## config.mk

```make
export PLATFORM = sky130hd
export DESIGN_NAME = button_event_ctrl
export DESIGN_NICKNAME = d
export VERILOG_FILES = /design/src/rtl/button_event_ctrl.sv
export SDC_FILE = /design/constraint.sdc
export NUM_CORES = 1
export LEC_CHECK = 0
export CAP_MARGIN = 25
export CORE_MARGIN = 2
export CORE_UTILIZATION = 36
export CTS_CLUSTER_SIZE = 40
export DETAILED_ROUTE_END_ITERATION = 12
export HOLD_SLACK_MARGIN = 0.06
export SLEW_MARGIN = 20
export SYNTH_ARGS = -nofsm -noshare
export SYNTH_HDL_FRONTEND = slang
export SYNTH_SLANG_ARGS = --single-unit
export TNS_END_PERCENT = 5
```

## constraint.sdc

```tcl
create_clock -name sys_clk -period 2.2 [get_ports sys_clk]
set_input_delay 0.66 -clock sys_clk [delete_from_list [all_inputs] [get_ports sys_clk]]
set_output_delay 0.66 -clock sys_clk [all_outputs]
set_load 0.005 [all_outputs]
```

## src/rtl/button_event_ctrl.sv

```systemverilog
// Turns a debounced button level into SHORT / LONG / DOUBLE press events.
// One event is held in a valid/ack register. Losing an unacknowledged event sets a sticky overrun flag.
module button_event_ctrl #(
    parameter int LONG_PRESS_COUNT = 1_200_000,
    parameter int DOUBLE_GAP_COUNT = 3_600_000
) (
    input  logic       sys_clk,
    input  logic       rst_n,
    input  logic       en,
    input  logic       in_sig,
    output logic       pressed,
    output logic       event_valid,
    output logic [1:0] event_code,
    input  logic       event_ack,
    output logic       overrun
);

    localparam int MAX_COUNT = (LONG_PRESS_COUNT > DOUBLE_GAP_COUNT) ? LONG_PRESS_COUNT
                                                                     : DOUBLE_GAP_COUNT;
    localparam int CNT_W = $clog2(MAX_COUNT + 1);

    localparam logic [CNT_W-1:0] LONG_LAST = CNT_W'(LONG_PRESS_COUNT - 1);
    localparam logic [CNT_W-1:0] GAP_LAST  = CNT_W'(DOUBLE_GAP_COUNT - 1);

    localparam logic [2:0] IDLE      = 3'd0;
    localparam logic [2:0] PRESSED   = 3'd1;
    localparam logic [2:0] LONG_HELD = 3'd2;
    localparam logic [2:0] WAIT_2ND  = 3'd3;
    localparam logic [2:0] PRESS_2ND = 3'd4;

    localparam logic [1:0] EV_SHORT  = 2'b01;
    localparam logic [1:0] EV_LONG   = 2'b10;
    localparam logic [1:0] EV_DOUBLE = 2'b11;

    logic [2:0]       state, state_nxt;
    logic [CNT_W-1:0] cnt, cnt_nxt, cnt_inc;
    logic             emit;
    logic [1:0]       emit_code;

    assign cnt_inc = (cnt == {CNT_W{1'b1}}) ? cnt : cnt + CNT_W'(1);

    always_comb begin
        state_nxt = state;
        cnt_nxt   = cnt;
        emit      = 1'b0;
        emit_code = 2'b00;
        if (!en) begin
            state_nxt = IDLE;
            cnt_nxt   = '0;
        end else begin
            case (state)
                IDLE: begin
                    if (in_sig) begin
                        state_nxt = PRESSED;
                        cnt_nxt   = '0;
                    end
                end
                PRESSED: begin
                    // A release always wins over the LONG threshold on the same edge.
                    if (!in_sig) begin
                        state_nxt = WAIT_2ND;
                        cnt_nxt   = '0;
                    end else if (cnt == LONG_LAST) begin
                        emit      = 1'b1;
                        emit_code = EV_LONG;
                        state_nxt = LONG_HELD;
                        cnt_nxt   = '0;
                    end else begin
                        cnt_nxt = cnt_inc;
                    end
                end
                LONG_HELD: begin
                    if (!in_sig) begin
                        state_nxt = IDLE;
                        cnt_nxt   = '0;
                    end
                end
                WAIT_2ND: begin
                    if (in_sig) begin
                        state_nxt = PRESS_2ND;
                        cnt_nxt   = '0;
                    end else if (cnt == GAP_LAST) begin
                        emit      = 1'b1;
                        emit_code = EV_SHORT;
                        state_nxt = IDLE;
                        cnt_nxt   = '0;
                    end else begin
                        cnt_nxt = cnt_inc;
                    end
                end
                PRESS_2ND: begin
                    if (!in_sig) begin
                        emit      = 1'b1;
                        emit_code = EV_DOUBLE;
                        state_nxt = IDLE;
                        cnt_nxt   = '0;
                    end
                end
                default: begin
                    state_nxt = IDLE;
                    cnt_nxt   = '0;
                end
            endcase
        end
    end

    always_ff @(posedge sys_clk or negedge rst_n) begin
        if (!rst_n) begin
            state   <= IDLE;
            cnt     <= '0;
            pressed <= 1'b0;
        end else begin
            state   <= state_nxt;
            cnt     <= cnt_nxt;
            pressed <= in_sig;
        end
    end

    // A fresh event always replaces the pending one; overrun records only unacked losses.
    always_ff @(posedge sys_clk or negedge rst_n) begin
        if (!rst_n) begin
            event_valid <= 1'b0;
            event_code  <= 2'b00;
            overrun     <= 1'b0;
        end else if (emit) begin
            event_valid <= 1'b1;
            event_code  <= emit_code;
            if (event_valid) overrun <= !event_ack;
        end else if (event_valid && event_ack) begin
            event_valid <= 1'b0;
            event_code  <= 2'b00;
            overrun     <= 1'b0;
        end
    end

endmodule

```

# Word-level counts from Yosys, hierarchy flattened
# Cells that the tools add are included.
# totals
wordCells	64
out_inout_bits	5
reg_bits	30
# classes
addsub	1
reduce_logical	8
n_eq_ne	12
mux	37
# ops
cell	n
2-to-1 mux 22 bit	8
case mux 22 bit (4 select lines)	1
equality test 22 bit, second input constant	2
adder 22 x 1 -> 22 bit, second input constant	1
equality test 22 x 21 -> 1 bit, second input constant	1
2-to-1 mux 3 bit	7
2-to-1 mux 1 bit	12
2-to-1 mux 2 bit	6
case mux 3 bit (4 select lines)	1
inequality test 4 bit, second input constant	2
equality test 3 x 2 -> 1 bit, second input constant	2
inequality test 3 bit, second input constant	2
case mux 2 bit (3 select lines)	1
AND reduction 2 bit	2
AND reduction 4 bit	1
equality test 3 x 1 -> 1 bit, second input constant	1
equality test 3 bit, second input constant	1
logical NOT 3 bit	1
case mux 1 bit (3 select lines)	1
inequality test 2 bit, second input constant	1
nonzero test 2 bit	1
OR reduction 2 bit	1
logical AND 1 bit	1
logical NOT 1 bit	1

# Longest topological paths before layout
# logic_depth
word_depth	7
depth_mapped	8
depth_no_buf	7

# Least setup slack after synthesis
# Ideal clock, no wire load.
# synth_timing
path_kind	input-to-reg
start	input in_sig
end	register cnt[8]
stages	7
setup_time_ns	0.125
required_ns	2.075
t_arrival_ns	2.323
setup_slack_ns	-0.247
n_path_buf	1
cell_sequence	clkbuf_1 -> o21ba_2 -> a211oi_1 -> a211oi_1 -> nand3_1 -> xor2_1 -> nor2_1
# synth_between
elab_chain_cells	3
word_cells_on_any_way	7
classes_between	2 x eq/ne; 4 x mux; 1 x reduce/logical
# synth_rtl
element	line_no	text
start: declaration	10	input logic in_sig,
2-to-1 mux 22 bit, on equally long branches	79, 60	
case mux 22 bit (4 select lines)	51	case (state)
2-to-1 mux 22 bit	47	if (!en) begin
end signal: assignment	114	cnt <= cnt_nxt;
end: declaration	36	logic [CNT_W-1:0] cnt, cnt_nxt, cnt_inc;
# Several ways; a longest one is shown, not always the timed one.
# A chain may end at the register's enable or synchronous reset.

# Worst setup path after layout
# layout_timing
start	register cnt[12]
end	register cnt[13]
# layout_between
elab_chain_cells	6
word_cells_on_any_way	11
classes_between	1 x add/sub; 3 x eq/ne; 7 x mux
# layout_rtl
element	line_no	text
adder 22 x 1 -> 22 bit / equality test 22 bit (equally long branches)	40	assign cnt_inc = (cnt == {CNT_W{1'b1}}) ? cnt : cnt + CNT_W'(1);
2-to-1 mux 22 bit	40	
2-to-1 mux 22 bit, on equally long branches	82, 63	
2-to-1 mux 22 bit, on equally long branches	79, 60	
case mux 22 bit (4 select lines) (*)	51	
2-to-1 mux 22 bit (*)	47	
# Mark *: on every way between the ends. The rest lies on a longest branch, timed or not.

==> impl_metrics.env <==
export IMPL_drt_iter0_drc=107
export IMPL_dp_cells=294
export IMPL_synth_seq_cells=30
export IMPL_setup_viol=15
export IMPL_postPlaceCellArea_sq_um=2210
export IMPL_reg2reg_depth=8
export IMPL_critPathCaptureType="flip-flop"
export IMPL_hold_buffers=0
export IMPL_cts_tree="yes"
export IMPL_vias_per_cell=5.61
export IMPL_first_pass_iters=4
export IMPL_fin_util_pct=51.0
export IMPL_routed_wl_mm=4.36
export IMPL_async_reset_ff_share_pct=100
export IMPL_fin_crit_ns=2.34
export IMPL_antenna_found_initial=0
export IMPL_violations="negative setup slack"
export IMPL_path_delay_family="simple AND/OR/NAND/NOR gates"
export IMPL_rows=25
export IMPL_finalCritPeriodShare_pct=106
export IMPL_overflow=0
export IMPL_io_buffer_count=9
export IMPL_insertedDiodeCount=0
export IMPL_clk_latency_ns=0.28
export IMPL_finClkSkew_ns=0.00400
export IMPL_power_leakage_nw=1.04
export IMPL_grt_max_degree=31
export IMPL_final_common_cell="buf_4"
export IMPL_crit_type="flip-flop to flip-flop"
export IMPL_hold_worst_slack_ns=0.522
export IMPL_grt_usage_pct=18.4
export IMPL_final_area_sq_um=2390
export IMPL_cp_depth=8
export IMPL_rsz0062_at_grt="yes"
export IMPL_yosysWarnings=0
export IMPL_reg2reg_to="cnt[13]"
export IMPL_netlist_instances=192
export IMPL_p_per_area_nw_per_um2=604
export IMPL_num_vias=1694
export IMPL_cp_max_fo=8
export IMPL_setup_ws_ns=-0.142
export IMPL_place_hpwl_mm=3.12
export IMPL_cts_root_buf="clkbuf_8"
export IMPL_syn_num_nets=198
export IMPL_drive_gt1_share_pct=28.2
export IMPL_status="finished with violations"
export IMPL_max_stage_delay_ns=0.52
export IMPL_numCtsBuffers=5
export IMPL_clock_sinks=30
export IMPL_coreArea_sq_um=4690
export IMPL_cts_max_level=2
export IMPL_chipWidth_microns=73.5
export IMPL_ir_drop_mv=0.276
export IMPL_initial_utilization_pct=37.1
export IMPL_critPathLaunch="cnt[12]"
export IMPL_finalNetCount=253
export IMPL_grt_pass1_vias=1696
export IMPL_dp_slack_ns=-0.309
export IMPL_grt_pass1_wl_mm=7.64
export IMPL_final_hold_violation_count=0
export IMPL_min_path_type="flip-flop to flip-flop"
export IMPL_slew_viol_final=0
export IMPL_critPathCapture="cnt[13]"
export IMPL_max_cap_violations=0
export IMPL_cp_slowest_cell="or4_4"
export IMPL_crit_required_ns=2.37
export IMPL_crit_chain="or3b_1 -> or4_4 -> o41ai_4 -> a21oi_2 -> buf_6 -> buf_4 -> a21o_1 -> a22o_1"
export IMPL_worstPathArrival_ns=2.52
export IMPL_gp_congestion=0.872
export IMPL_dieHeight_microns=73.5
export IMPL_r2r_start="cnt[12]"
export IMPL_route_detailed_drc=0
export IMPL_ys_types=53
export IMPL_area_growth_pct=37.4
export IMPL_rrSetupSlack_ns=-0.14
export IMPL_mostFrequentLayoutCells="39 x buf_4, 30 x dfrtp_1, 21 x nand2_1"
export IMPL_fmax_mhz=427
export IMPL_io_pin_count=10
export IMPL_die_area_sq_um=5410
export IMPL_ant_nets=0
export IMPL_cts_setup_buffers=0
export IMPL_clock_tree_buffer_depth=2
export IMPL_drt_wirelength_per_cell_microns=14.4
export IMPL_syn_avg_cell_area_sq_um=9.06
export IMPL_start_kind="flip-flop"
export IMPL_layout_cells_non_filler=302
export IMPL_path_buf_inv=2
export IMPL_synth_seq_area_share_pct=43.1
export IMPL_relSlewSlack_pct=73.7
export IMPL_tightest_slew_ns=0.394
export IMPL_synth_area_sq_um=1740
export IMPL_synthFlopType="dfrtp_1"
export IMPL_synth_edf_count=0
export IMPL_path_clk_slew_ns=0.07
## metrics by stage
| stage | TNS, ns | power, W |
|---|---|---|
| after CTS | -2.11 | 0.00145 |
| after global placement | -4.54 | 0.000944 |
| after global routing | -2.93 | 0.00152 |
| after detailed placement | -5.50 | 0.000949 |
| final | -0.757 | 0.00144 |
| after floorplan | -2.18 | 0.000801 |
## layer usage
metal	track usage (%)	share of wire [%]	routed length (microns)
met5	0	0	0
met4	6.87	0.83	36
met3	4.66	4.3	186
met2	29.6	48	2090
met1	23.8	47	2050
## worst reg2reg max path, stage by stage (launching register included)
cell	delay, ns
dfrtp_1	0.37
or3b_1	0.38
or4_4	0.52
o41ai_4	0.23
a21oi_2	0.11
buf_6	0.15
buf_4	0.15
a21o_1	0.15
a22o_1	0.17
## power breakdown
group          total [W]  switching, W  internal [W]
clock           0.000465      0.000213      0.000252
sequential      0.000620     0.0000365      0.000583
combinational   0.000360      0.000172      0.000188
total            0.00144      0.000421       0.00102
## kinds of logic (layout without fill, tap and decap cells)
family | Yosys count | after routing | synth area share [%]
and+or+nand+nor | 85 | 85 | 27.1
AOI/OAI and AO/OA | 56 | 56 | 21.6
DFF | 30 | 30 | 43.1
buffers and inverters | 12 | 68 | 3.16
xor gates and xnor gates | 6 | 6 | 3.02
muxes | 2 | 2 | 1.22
adders and majority gates | 1 | 1 | 0.719
## area by class of cell
| class | instances | area [sq um] |
|---|---|---|
| Tap cell | 54 | 67.6 |
| Fill cell | 452 | 2300 |
| Clock inverter | 1 | 5.00 |
| Sequential cell | 30 | 751 |
| Multi-Input combinational cell | 150 | 1000 |
| Clock buffer | 7 | 86.3 |
| Timing Repair Buffer | 55 | 462 |
| Inverter | 5 | 18.8 |
## worst min-delay path by stage
stage	startpoint	end	slack, ns	depth (start not counted)
after global placement	event_code[1]	event_code[1]	0.50	2
after CTS	event_valid	overrun	0.52	1
after floorplan	rst_n	cnt[0]	0.36	0
after global routing	event_valid	overrun	0.55	1
final	event_valid	overrun	0.52	1
after detailed placement	event_valid	overrun	0.51	1
## synthesized netlist by cell type, types with 4 or more instances
cell type	n	area, sq um
nand4_1	7	43.8
nand2_1	21	78.8
o21ai_0	8	40.0
nor2_1	11	41.3
nand3_1	13	65.1
inv_1	5	18.8
a21o_1	4	30.0
and3_1	5	31.3
a31oi_1	12	75.1
dfrtp_1	30	751
a21oi_1	12	60.1
o211ai_1	4	30.0
## state kept, by name (all words and copies together), names as in the netlist
name,flops
overrun,1
state,3
pressed,1
event_valid,1
event_code,2
cnt,22
## what timing repair did
action / 4_1_cts / 5_1_grt
pin swaps: 10 / 6
setup endpoints to repair: 27 / 27
gates resized for setup: 19 / 4
Power figures use the tool's default switching activity.
